<file path="src/rtl/power_pkg.sv">
// Shared definitions for the power-meter controller and the display/game logic around it.
package power_pkg;

  localparam int unsigned POWER_W       = 8;
  localparam int unsigned DEF_MAX_POWER = 100;
  localparam int unsigned DEF_STEP      = 1;

  typedef enum logic [2:0] {
    IDLE,
    CHARGE_UP,
    CHARGE_DOWN,
    FIRE,
    COOLDOWN
  } state_t;

endpackage

</file>
<file path="src/rtl/tick_gen.sv">
// Free-running divider. It emits a one-cycle tick every DIV clocks.
// A synchronous clear holds the count at zero.
module tick_gen #(
  parameter int unsigned DIV = 4
) (
  input  logic clk,
  input  logic clear,
  output logic tick
);

  localparam int unsigned CW = (DIV > 1) ? $clog2(DIV) : 1;

  logic [CW-1:0] count;

  assign tick = (count == CW'(DIV - 1));

  always_ff @(posedge clk) begin
    if (clear || tick) count <= '0;
    else               count <= count + CW'(1);
  end

endmodule

</file>
<file path="src/rtl/power_charge_ctrl.sv">
// Power-meter controller: ping-pong ramp while the button is held, fire pulse on release,
// then hold the latched power through a cooldown.
module power_charge_ctrl
  import power_pkg::*;
#(
  parameter int unsigned TICK_DIV    = 2_500_000,
  parameter int unsigned MAX_POWER   = DEF_MAX_POWER,
  parameter int unsigned STEP        = DEF_STEP,
  parameter int unsigned COOL_CYCLES = 50_000_000
) (
  input  logic         clk,
  input  logic         rst,
  input  logic         btn,
  input  logic         enable,
  output logic [7:0]   power,
  output logic         charging,
  output logic         fire,
  output logic [7:0]   fire_power
);

  localparam int unsigned CCW = (COOL_CYCLES > 1) ? $clog2(COOL_CYCLES) : 1;

  state_t               state, state_d;
  logic [POWER_W-1:0]   power_d, fire_power_d;
  logic                 fire_d, charging_d;
  logic [CCW-1:0]       cool_cnt, cool_d;
  logic                 btn_q, press, tick, in_charge;
  logic [POWER_W:0]     sum;

  assign press     = btn & ~btn_q;
  assign in_charge = (state == CHARGE_UP) || (state == CHARGE_DOWN);
  assign sum       = {1'b0, power} + (POWER_W + 1)'(STEP);

  tick_gen #(.DIV(TICK_DIV)) u_tick (
    .clk   (clk),
    .clear (rst | ~in_charge),
    .tick  (tick)
  );

  always_ff @(posedge clk) begin
    // btn_q follows btn even in reset so a button held across reset release is not an edge
    btn_q <= btn;
    if (rst) begin
      state      <= IDLE;
      power      <= '0;
      fire_power <= '0;
      fire       <= 1'b0;
      charging   <= 1'b0;
      cool_cnt   <= '0;
    end else begin
      state      <= state_d;
      power      <= power_d;
      fire_power <= fire_power_d;
      fire       <= fire_d;
      charging   <= charging_d;
      cool_cnt   <= cool_d;
    end
  end

  always_comb begin
    state_d      = state;
    power_d      = power;
    fire_power_d = fire_power;
    fire_d       = 1'b0;
    cool_d       = cool_cnt;
    case (state)
      IDLE: begin
        power_d = '0;
        if (press && enable) state_d = CHARGE_UP;
      end
      CHARGE_UP, CHARGE_DOWN: begin
        // abort beats release, release beats a same-cycle tick
        if (!enable) begin
          state_d = IDLE;
          power_d = '0;
        end else if (!btn) begin
          state_d      = FIRE;
          fire_d       = 1'b1;
          fire_power_d = power;
        end else if (tick) begin
          if (state == CHARGE_UP) begin
            if (sum >= (POWER_W + 1)'(MAX_POWER)) begin
              power_d = POWER_W'(MAX_POWER);
              state_d = CHARGE_DOWN;
            end else begin
              power_d = sum[POWER_W-1:0];
            end
          end else begin
            if (power <= POWER_W'(STEP)) begin
              power_d = '0;
              state_d = CHARGE_UP;
            end else begin
              power_d = power - POWER_W'(STEP);
            end
          end
        end
      end
      FIRE: begin
        state_d = COOLDOWN;
        cool_d  = '0;
      end
      COOLDOWN: begin
        if (cool_cnt == CCW'(COOL_CYCLES - 1)) begin
          state_d = IDLE;
          power_d = '0;
        end else begin
          cool_d = cool_cnt + CCW'(1);
        end
      end
      default: begin
        state_d = IDLE;
        power_d = '0;
      end
    endcase
    charging_d = (state_d == CHARGE_UP) || (state_d == CHARGE_DOWN);
  end

endmodule

</file>
<file path="config.mk">
export PLATFORM = sky130hd
export DESIGN_NAME = power_charge_ctrl
export DESIGN_NICKNAME = d
export VERILOG_FILES = /design/src/rtl/power_pkg.sv /design/src/rtl/tick_gen.sv /design/src/rtl/power_charge_ctrl.sv
export SDC_FILE = /design/constraint.sdc
export NUM_CORES = 1
export LEC_CHECK = 0
export BUFFER_PORTS_ARGS = -buffer_cell sky130_fd_sc_hd__buf_2
export CAP_MARGIN = 20
export CORE_MARGIN = 2
export CORE_UTILIZATION = 30
export CTS_CLUSTER_SIZE = 24
export DETAILED_ROUTE_END_ITERATION = 16
export HOLD_SLACK_MARGIN = 0.08
export PLACE_DENSITY = 0.56
export SLEW_MARGIN = 25
export SYNTH_ARGS = -nofsm -noshare
export SYNTH_HDL_FRONTEND = slang
export SYNTH_SLANG_ARGS = --single-unit
export TNS_END_PERCENT = 1
</file>
<file path="constraint.sdc">
create_clock -name clk -period 2.6 [get_ports clk]
set_input_delay 0 -clock clk [delete_from_list [all_inputs] [get_ports clk]]
set_output_delay 0 -clock clk [all_outputs]
set_load 0.02 [all_outputs]
</file>
Word level (Yosys, flattened, before mapping)
Cells that the tools add are included.
{"block": "totals", "regBits": 70, "inputBits": 4}
{"block": "op_classes", "addsub": 4, "magnitude_cmp": 2, "eq_ne": 12, "n_mux": 20, "n_bitwise": 8, "n_reduce_logical": 11}
{"cell": "8-bit two-way mux", "count": 7}
{"cell": "26-bit case mux with 2 select lines", "count": 1}
{"cell": "26-bit by 1-bit adder with 26-bit output (second input constant)", "count": 1}
{"cell": "26-bit equality test (second input constant)", "count": 1}
{"cell": "26-bit two-way mux", "count": 1}
{"cell": "3-bit two-way mux", "count": 8}
{"cell": "8-bit case mux with 3 select lines", "count": 1}
{"cell": "22-bit by 1-bit adder with 22-bit output (second input constant)", "count": 1}
{"cell": "22-bit equality test (second input constant)", "count": 1}
{"cell": "3-bit case mux with 4 select lines", "count": 1}
{"cell": "8-bit by 1-bit adder with 9-bit output (second input constant)", "count": 1}
{"cell": "3-bit by 2-bit equality test with 1-bit output (second input constant)", "count": 3}
{"cell": "9-bit by 7-bit >= comparator with 1-bit output (second input constant)", "count": 1}
{"cell": "8-bit by 1-bit less-or-equal comparator with 1-bit output (second input constant)", "count": 1}
{"cell": "8-bit by 1-bit subtractor with 8-bit output (second input constant)", "count": 1}
{"cell": "3-bit by 1-bit equality test with 1-bit output (second input constant)", "count": 2}
{"cell": "1-bit NOT", "count": 6}
{"cell": "2-bit inequality test (second input constant)", "count": 2}
{"cell": "4-bit AND reduction", "count": 1}
{"cell": "3-bit equality test (second input constant)", "count": 1}
{"cell": "3-bit logical NOT", "count": 1}
{"cell": "1-bit logical OR", "count": 3}
{"cell": "3-bit by 2-bit inequality test with 1-bit output (second input constant)", "count": 1}
{"cell": "3-bit inequality test (second input constant)", "count": 1}
{"cell": "9 further kinds", "count": 9}

Logic depth before layout (Yosys ltp)
Gate-level depths: netlist of run 1.
{"block": "logic_depth", "ltp_word": 10, "ltp_mapped": 9, "depth_no_buf": 8}

Modules after synthesis
From an unflattened synthesis of run 1, not the netlist that was laid out.
{"block": "unflattened", "hier_cells": 457, "hier_area_um2": 3898.7}
{"mod": "power_charge_ctrl", "n_inst": 1, "cells_per_inst": 339, "area_per_inst_um2": 2821.5, "seq_area_each_um2": 960.9}
{"mod": "tick_gen", "n_inst": 1, "cells_per_inst": 118, "area_per_inst_um2": 1077.3, "seq_area_each_um2": 440.4}

Least setup slack after synthesis of run 1
OpenSTA, ideal clock, no wires.
{"block": "synth_path", "kind": "reg-to-reg", "from": "reg cool_cnt[8]", "to": "reg power[7]", "t_arrival_ns": 2.400, "setup_slack_ns": 0.130, "stages_incl_launch_ff": 7, "synth_period_minus_slack_ns": 2.470, "cell_sequence": "dfxtp_1 -> or4b_1 -> or4_4 -> nor4_4 -> o22ai_1 -> or4_1 -> a21oi_1"}
{"block": "synth_via", "elab_chain_len": 3}
{"element": "from (decl)", "line_no": "power_charge_ctrl.sv:26", "text": "logic [CCW-1:0] cool_cnt, cool_d;"}
{"element": "from (signal assigned)", "line_no": "power_charge_ctrl.sv:56", "text": "cool_cnt <= cool_d;"}
{"element": "26-bit equality test", "line_no": "power_charge_ctrl.sv:103", "text": "if (cool_cnt == CCW'(COOL_CYCLES - 1)) begin"}
{"element": "2-bit inequality test (no line)"}
{"element": "4-bit AND reduction (no line)"}
{"element": "to (signal assigned)", "line_no": "power_charge_ctrl.sv:52", "text": "power <= power_d;"}
{"element": "to (decl)", "line_no": "power_charge_ctrl.sv:15", "text": "output logic [7:0] power,"}
No other way between the ends.
A chain may end at the register's enable or synchronous reset.

Worst setup path after layout of run 1
Same ends and word-level chain as after synthesis.

==> results.tsv, run 1 <==
metric	value	unit
core region area	0.0115	mm^2
VDD IR max	0.332	mV
Yosys warning total	0	
# setup viols final	0	
Num CTS Buffers	9	
largest net degree at the start of global routing	26	
Max Buffers Root-to-Sink	2	
Post-Syn Nets	443	
clk sinks	70	
clk root buf	clkbuf_16	
synth top area cells	dfxtp_1 39%, nor2_1 7.3%, xnor2_1 6.9%	
status	completed	
final period utilization	93.8	%
Fmax achieved	0.410	GHz
GPL Wtd Cong	0.831	
Worst Hold Class	in2reg	
Final ANT Viol Nets	0	
antenna violations before repair	0	
Async S/R FF share, synth	0	%
CTS tree	yes	
GRT Residual Overflow	0	
cell area after synthesis	0.00358	mm^2
Relative slew margins	40.1	%
vias in the first global route	2933	
Post-synth EDFFs	0	
Largest delay share family, worst path	simple AND/OR/NAND/NOR gates	
clk_lat worst skew	0.32	ns
post-synth top area share	39.2	%
post-synth top area cell	dfxtp_1	
Final Max Tran Viols	0	
drc violations	0	
Nets	472	
crit path kind	reg2reg	
global-route wire length before repair	13.7	mm
Final Instance Area	0.00431	mm^2
Critical Path Fanout Max	6	
placed inst area	0.00392	mm^2
Routed WL	7.82	mm
Port Buffers	21	
worst path bufs/invs	0	
# H-tree levels	3	
Initial Util	31.1	%
unrepaired setup endpoints after global routing	no	
CP peak stage delay	0.52	ns
flops & latches, synth	70	
Initial DRT Pass Iterations	4	
worst-path cell with the longest stage delay	or4_4	
# Post-CTS Setup Buffers	0	
Overall Power	2.56	mW
clk slew on worst S/H paths	0.06	ns
Area Overhead vs Synth	20.5	%
via count	3139	
All-Layer GR Usage	12.8	%
CP required	2.85	ns
leakage	1.50	nW
Main synth FF type	dfxtp_1	
Post-synth top cells	70 x dfxtp_1, 70 x nor2_1, 30 x nand2_1	
post-layout min period	2.44	ns
PD cells	595	mW/mm^2
Post-Syn Instances	434	
Initial DRC Count	85	
Max Clock Skew	0.00645	ns
routed length per instance	12.8	um
die area	0.0128	mm^2
Cell Rows	39	
Die Span Y	113	um
Worst EP arrival	2.69	ns
post-layout util	37.4	%
total of max-cap violations	0	
CP Capture Type	flip-flop	
Hold Violations, Final	0	
syn_area_per_cell	8.24	um^2
Final TNS setup	0	ns
critical-path cell list	or4b_1 > or4_4 > nor4_4 > o22ai_4 > or4_1 > a21oi_1	
Cells after DPL	594	
Die Wd	113	um
post-synth cell types	51	
ratio of cells with drive above 1 in the final layout	14.7	%
I/O pin cnt	22	
Via-to-Cell Ratio	5.14	
Seq/Total Area, Yosys	39.2	%
worst slew pin tran	0.886	ns
startpoint types	flip-flop	
dpl hpwl	5.55	mm
ant diodes	0	
Non-Filler Instances	611	
[per-layer routing]
layer  share of wire, %  track usage (%)
met4               0.79             4.55
met2                 46             20.2
met3                3.1             2.25
met1                 50             17.7
met5                  0                0
[worst paths after layout]
check,slack [ns],start,to,cells after the start
worst max-delay path,0.16,cool_cnt[8],power[7],6
worst min-delay path,0.09,rst,fire_power[4],2
worst max register to register,0.16,cool_cnt[8],power[7],6
worst min register to register,0.44,btn_q,charging,1
[cells by family after synthesis]
logic type	after synthesis	share of synthesized area (%)
muxes	8	2.24
xor gates and xnor gates	42	10.3
buffers and inverters	35	3.67
DFF	70	39.2
AOI/OAI and AO/OA	59	10.5
adders and majority gates	5	1.75
and+or+nand+nor	215	32.3
[where the power goes]
part           internal, mW  switching, mW
Sequential             1.08        0.00263
Combinational        0.0165         0.0312
Clock                 0.991          0.447
[flip-flops by register name (all words and copies together) (netlist names)]
name / count
power: 8
charging: 1
fire_power: 8
btn_q: 1
cool_cnt: 26
state: 3
u_tick.count: 22
fire: 1
[stage by stage]
stage                     hold slack (ns)  worst slack [ns]
after floorplan                    0.0277             0.130
after global placement              0.195            0.0597
after detailed placement            0.196            0.0674
after CTS                          0.0921            0.0310
after global routing                0.131           0.00636
final                              0.0900             0.161
[layout make-up]
cell class | count | area, um^2
Fill cell | 1180 | 7210
Multi-Input combinational cell | 329 | 2060
Sequential cell | 70 | 1400
Timing Repair Buffer | 43 | 273
Clock buffer | 11 | 253
Tap cell | 143 | 179
Clock inverter | 5 | 104
Inverter | 10 | 37.5
[placed cells by master (no fill, tap or decap), types with 3 or more instances in the layout]
| cell type | Yosys | final |
|---|---|---|
| a311oi_1 | 3 | 3 |
| nor4b_1 | 7 | 7 |
| mux2i_1 | 8 | 8 |
| ha_1 | 5 | 5 |
| inv_1 | 10 | 10 |
| nand2_1 | 30 | 30 |
| or2_2 | 4 | 4 |
| buf_4 | 0 | 21 |
| nor3_1 | 19 | 19 |
| a31oi_1 | 3 | 3 |
| and3_1 | 6 | 6 |
| xnor2_1 | 28 | 28 |
| o21ai_0 | 14 | 14 |
| o31ai_1 | 4 | 4 |
| nand3b_1 | 6 | 6 |
| clkbuf_16 | 0 | 9 |
| o211ai_1 | 3 | 3 |
| dfxtp_1 | 70 | 70 |
| nand2b_1 | 4 | 4 |
| or3_1 | 8 | 8 |
| buf_2 | 0 | 21 |
| bufinv_16 | 0 | 3 |
| nor2_1 | 70 | 70 |
| nor3b_1 | 3 | 3 |
| nor4_1 | 8 | 7 |
| a21oi_1 | 17 | 17 |
| xor2_1 | 14 | 14 |
| nand3_1 | 13 | 13 |
| and4_1 | 5 | 5 |
| nand4b_1 | 4 | 4 |
| nand4_1 | 13 | 13 |
[what timing repair did]
item                       in CTS  in global routing
setup endpoints to repair       0                  4
hold buffers                    1                  0
hold endpoints to repair        4                  0
resized for setup               0                  3
Power figures use the tool's default switching activity.
==> run 2: changes to the inputs <==
Settings changed: SETUP_SLACK_MARGIN set to 0.2.
==> run 2 against run 1 <==
  * Sequential power about the same
  * Setup slack better by 0.035 ns
  * Critical path depth up 1
  * Sequential share of layout area up 0.74 points
  * Global-route usage up 0.76 points
  * Final cell count down 0.16%
  * Critical path type unchanged
  * Clock skew up 0.00090 ns
  * Maximum frequency up 1.5%
  * Design area down 2.2%
==> results.tsv, run 2 (synthesized netlist as in run 1, its figures left out) <==
metric	value	unit	change
Hold Violations, Final	0		unchanged
Final TNS setup	0	ns	unchanged
max FFs per register	26		unchanged
clk sinks	70		unchanged
core region area	0.0115	mm^2	unchanged
setup slack after layout	0.197	ns	+0.0355 ns
CTS tree	yes		
met1 WL	3.86	mm	-1.3%
die area	0.0128	mm^2	unchanged
met3 routed WL	271	um	+12%
top flop regs	cool_cnt: 26 flops, u_tick.count: 22 flops		
Port Buffers	21		unchanged
Final Max Tran Viols	0		unchanged
Num CTS Buffers	9		unchanged
Nets	472		unchanged
Worst EP arrival	2.60	ns	-0.09 ns
cells on worst reg2reg path	7		+1
ratio of cells with drive above 1 in the final layout	14.1	%	-0.61 points
Max Used Layer	met4		
Final ANT Viol Nets	0		unchanged
Initial Util	31.1	%	unchanged
worst slew pin tran	0.674	ns	-0.213 ns
CP required	2.79	ns	-0.06 ns
startpoint types	flip-flop		
post-layout min period	2.40	ns	-0.0355 ns
Filler cells	1203		+1.9%
Relative slew margins	55.1	%	+15 points
Cell Rows	39		unchanged
VDD IR max	0.413	mV	+24%
final period utilization	92.4	%	-1.4 points
ant diodes	0		unchanged
Fin Hold WS	0.0929	ns	+0.00290 ns
I/O pin cnt	22		unchanged
# H-tree levels	3		unchanged
footprint of the multi-input gates	0.00206	mm^2	-0.36%
vias in the first global route	3031		+3.3%
CP Capture Type	flip-flop		
clk_lat worst skew	0.33	ns	about the same
clk root buf	clkbuf_16		
unrepaired setup endpoints after global routing	yes		
Area Overhead vs Synth	17.8	%	
drc violations	0		unchanged
status	completed		
PD cells	529	mW/mm^2	-11%
Die Wd	113	um	unchanged
Max Clock Skew	0.00735	ns	+0.000899 ns
largest register by flop count	cool_cnt		
Die Span Y	113	um	unchanged
routed length per instance	13.2	um	+2.9%
GPL Wtd Cong	0.800		-3.7%
via count	3163		+0.76%
Max Buffers Root-to-Sink	2		unchanged
clk slew on worst S/H paths	0.05	ns	about the same
Initial DRC Count	173		+100%
Initial DRT Pass Iterations	4		unchanged
hold path depth	2		unchanged
antenna violations before repair	0		unchanged
# setup viols final	0		unchanged
Worst Hold Class	in2reg		
commonest cells after routing, fill and taps aside	70 x nor2_1, 70 x dfxtp_1, 30 x nand2_1, 28 x xnor2_1		
Via-to-Cell Ratio	5.19		+0.93%
largest net degree at the start of global routing	26		unchanged
Critical Path Fanout Max	7		+1
crit path kind	reg2reg		
pre-CTS setup slack	0.0899	ns	+0.0226 ns
All-Layer GR Usage	13.6	%	+0.76 points
global-route wire length before repair	14.3	mm	+3.9%
Fmax achieved	0.416	GHz	+1.5%
Routed WL	8.03	mm	+2.7%
post-layout util	36.6	%	-0.84 points
dpl hpwl	5.71	mm	+3.0%
leakage	1.46	nW	-3.0%
GRT Residual Overflow	0		unchanged
FF/Latch Area	0.00140	mm^2	unchanged
total of max-cap violations	0		unchanged
met2 WL	3.77	mm	+4.6%
## run 2: cell count changes in the layout (fill, tap and decap cells not counted), sizes merged
| cell | previous run | this run |
|---|---|---|
| bufinv | 3 | 0 |
| clkbuf | 11 | 12 |
| clkinv | 1 | 2 |
| clkinvlp | 0 | 1 |
| inv | 11 | 10 |
## run 2: final cells by class
cell class	count	share of cell area, %
well taps	143	4.25
clock buffers	12	5.85
flip-flops and latches	70	33.3
clock inverters	3	0.505
multi-input cells	329	48.8
repair buffers	43	6.47
inverters	10	0.891
## run 2: layer usage
metal | global-route usage (%) | up-vias
met5 | 0 | -
met2 | 21.0 | 58
met4 | 5.20 | 0
met1 | 18.4 | 1497
li1 | - | 1595
met3 | 3.11 | 13
## run 2: worst max-delay path: stages, from the launching register on
cell	delay, ns
dfxtp_1	0.33
buf_4	0.16
and2_1	0.18
or4b_2	0.63
a311oi_1	0.41
nor2_1	0.21
o31ai_1	0.25
a21oi_1	0.10
## run 2: worst paths after layout
kind                                      start         endpoint  slack, ns
worst min register to register  u_tick.count[0]  u_tick.count[0]       0.45
worst min-delay path                        rst    fire_power[6]       0.09
worst max-delay path                   power[1]         state[0]       0.20
worst max register to register         power[1]         state[0]       0.20
## run 2: timing repair
action	4_1_cts	5_1_grt
gates resized for setup	1	1
hold buffers	1	0
pin swaps	5	3
endpoints found under the setup margin	6	14
gates cloned	0	0
buffers inserted	1	0
hold endpoints to repair	4	0
## run 2: through the flow
| step | area (um^2) | std cells | power, mW |
|---|---|---|---|
| 4_1_cts | 4210 | 610 | 2.27 |
| 5_1_grt | 4210 | 610 | 2.31 |
| 6_report | 4210 | 610 | 2.23 |
| 2_1_floorplan | 3580 | 434 | 1.13 |
| 3_5_place_dp | 3920 | 593 | 1.15 |
| 3_3_place_gp | 3920 | 593 | 1.15 |
## run 2: power breakdown
part	switching [mW]	total, mW	internal, mW
clock network	0.438	1.10	0.666
logic	0.0320	0.0487	0.0167
registers	0.00250	1.08	1.08
total	0.472	2.23	1.76
==> run 3: changes to the inputs <==
Settings changed: PLACE_DENSITY 0.56 to not set.
==> run 3 against run 2 <==
  * First-iteration DRC count fell by 42%
  * Power is 3.7% higher
  * Final cell count is 0.49% lower
  * Clock-buffer cell count down 1
  * Sequential share of layout area barely moved
  * Sequential cell count unchanged
  * Setup slack lost 0.025 ns
  * Critical endpoint is now power[0]
  * Largest cell class unchanged
==> results.tsv, run 3 (synthesized netlist as in run 1, its figures left out) <==
metric	value	unit	change
status	completed		
Cell Rows	39		unchanged
Final TNS setup	0	ns	unchanged
Routed WL	8.08	mm	+0.55%
Non-Filler Instances	607		-0.49%
final period utilization	93.4	%	+0.95 points
critical-path cell list	or4b_1 > or4_4 > nor4_4 > o22ai_2 > buf_4 > buf_4 > nand3b_1 > a21oi_2		
Final Instance Area	0.00422	mm^2	+0.15%
Final Max Tran Viols	0		unchanged
CTS tree	yes		
RR Endpoint	power[0]		
clk slew on worst S/H paths	0.06	ns	about the same
CP required	2.87	ns	+0.08 ns
Worst Hold Class	in2reg		
power share of the sequential group	46.6	%	-1.7 points
flop2flop setup slack	0.17	ns	-0.02 ns
worst slew pin tran	0.718	ns	+0.0441 ns
antenna violations before repair	0		unchanged
worst reg2reg startpoint	cool_cnt[9]		
worst hold path startpoint	rst		
largest register by flop count	cool_cnt		
Port Buffers	21		unchanged
total of max-cap violations	0		unchanged
combinational group share of total power	2.1	%	about the same
clk root buf	clkbuf_16		
leakage	1.45	nW	-0.33%
All-Layer GR Usage	13.2	%	-0.34 points
vias in the first global route	2964		-2.2%
Num CTS Buffers	9		unchanged
via count	3168		+0.16%
max FFs per register	26		unchanged
dpl hpwl	5.62	mm	-1.6%
worst path bufs/invs	2		+1
I/O pin cnt	22		unchanged
Fin Hold WS	0.0916	ns	-0.00130 ns
Max Clock Skew	0.00612	ns	-0.00123 ns
Largest delay share family, worst path	simple AND/OR/NAND/NOR gates		
GPL Wtd Cong	0.860		+7.5%
ratio of cells with drive above 1 in the final layout	14.2	%	+0.091 points
core region area	0.0115	mm^2	unchanged
PD cells	548	mW/mm^2	+3.5%
post-layout min period	2.43	ns	+0.0248 ns
Die Wd	113	um	unchanged
Cells after DPL	589		-0.67%
Initial DRC Count	101		-42%
Switch Pwr	484	uW	+2.5%
VDD IR max	0.348	mV	-16%
drc violations	0		unchanged
crit path kind	reg2reg		
Max Buffers Root-to-Sink	2		unchanged
Worst EP arrival	2.69	ns	+0.09 ns
clk_lat worst skew	0.34	ns	about the same
Internal	1.83	mW	+4.0%
startpoint types	flip-flop		
most used cell, CP	buf_4		
Area Overhead vs Synth	18.0	%	
ant diodes	0		unchanged
hold path depth	2		unchanged
Crit. path cell count	8		+1
Via-to-Cell Ratio	5.22		+0.65%
Fmax achieved	0.412	GHz	-1.0%
switch share	20.9	%	-0.24 points
CP Capture Type	flip-flop		
unrepaired setup endpoints after global routing	yes		
routed length per instance	13.3	um	+1.0%
top flop regs	cool_cnt: 26 flops, u_tick.count: 22 flops		
GRT Residual Overflow	0		unchanged
commonest cells after routing, fill and taps aside	70 x nor2_1, 70 x dfxtp_1, 30 x nand2_1, 28 x xnor2_1, 21 x buf_2		
Nets	468		-0.85%
clk sinks	70		unchanged
Initial DRT Pass Iterations	5		+1
Clk pwr share	51.2	%	+1.7 points
Final ANT Viol Nets	0		unchanged
Relative slew margins	52.1	%	-2.9 points
# setup viols final	0		unchanged
die area	0.0128	mm^2	unchanged
CP peak stage delay	0.50	ns	-0.13 ns
placed inst area	0.00389	mm^2	-0.77%
Hold Violations, Final	0		unchanged
Die Span Y	113	um	unchanged
Filler cells	1174		-2.4%
cells on worst reg2reg path	8		+1
worst-path cell with the longest stage delay	or4b_1		
Worst Hold End	fire_power[6]		
Initial Util	31.1	%	unchanged
global-route wire length before repair	14.0	mm	-1.8%
largest net degree at the start of global routing	26		unchanged
Critical Path Fanout Max	6		-1
# H-tree levels	3		unchanged
-- run 3: changes by cell type in the layout (fill, tap and decap cells not counted) --
cell	change
buf_6	+2
a21oi_2	+2
clkinv_4	-1
clkbuf_8	-1
nor4_1	-1
clkinvlp_4	-1
nor4_2	+1
clkinv_2	+3
buf_4	-6
bufinv_16	+1
a21oi_1	-2
-- run 3: how the worst max path moves through the flow --
| stage | startpoint | to | slack, ns |
|---|---|---|---|
| 2_1_floorplan | cool_cnt[8] | power[7] | 0.21 |
| 3_3_place_gp | cool_cnt[9] | power[7] | 0.18 |
| 3_5_place_dp | cool_cnt[9] | power[7] | 0.16 |
| 4_1_cts | cool_cnt[9] | power[7] | 0.16 |
| 5_1_grt | cool_cnt[8] | power[0] | 0.05 |
| 6_report | cool_cnt[9] | power[0] | 0.17 |
-- run 3: timing repair --
action,CTS,global route
gates resized for setup,1,6
setup buffers,0,1
pin swaps,0,6
setup endpoints to repair,4,18
endpoints found under the hold margin,4,0
hold buffers,1,0
-- run 3: routing by layer --
layer  GRT usage [%]  vias up  wire [um]
li1                -     1583          -
met1            18.1     1519       3980
met2            20.0       56       3670
met3            3.54       10        306
met4            4.88        0        111
met5               0        -          0
-- run 3: power groups by stage --
| stage | sequential (mW) | clock, mW | combinational (mW) |
|---|---|---|---|
| final | 1.08 | 1.18 | 0.0493 |
| after global routing | 1.08 | 1.25 | 0.0545 |
| after CTS | 1.08 | 1.20 | 0.0482 |
| after detailed placement | 1.10 | 0 | 0.0466 |
| after global placement | 1.10 | 0 | 0.0463 |
| after floorplan | 1.10 | 0 | 0.0309 |
-- run 3: per-stage QoR --
stage	power, mW	utilization [%]	setup slack (ns)
after global routing	2.38	36.6	0.0460
after floorplan	1.13	-	0.205
after global placement	1.15	33.7	0.185
after detailed placement	1.15	33.7	0.159
final	2.31	36.6	0.172
after CTS	2.33	36.3	0.164
-- run 3: layout make-up --
type	count	area [um^2]	area share, %
clock buffer	11	233	5.51
tap	143	179	4.24
sequential	70	1400	33.2
timing repair buffer	39	250	5.93
inverter	10	37.5	0.889
clock inverter	5	50.0	1.19
multi-input combinational	329	2070	49.0
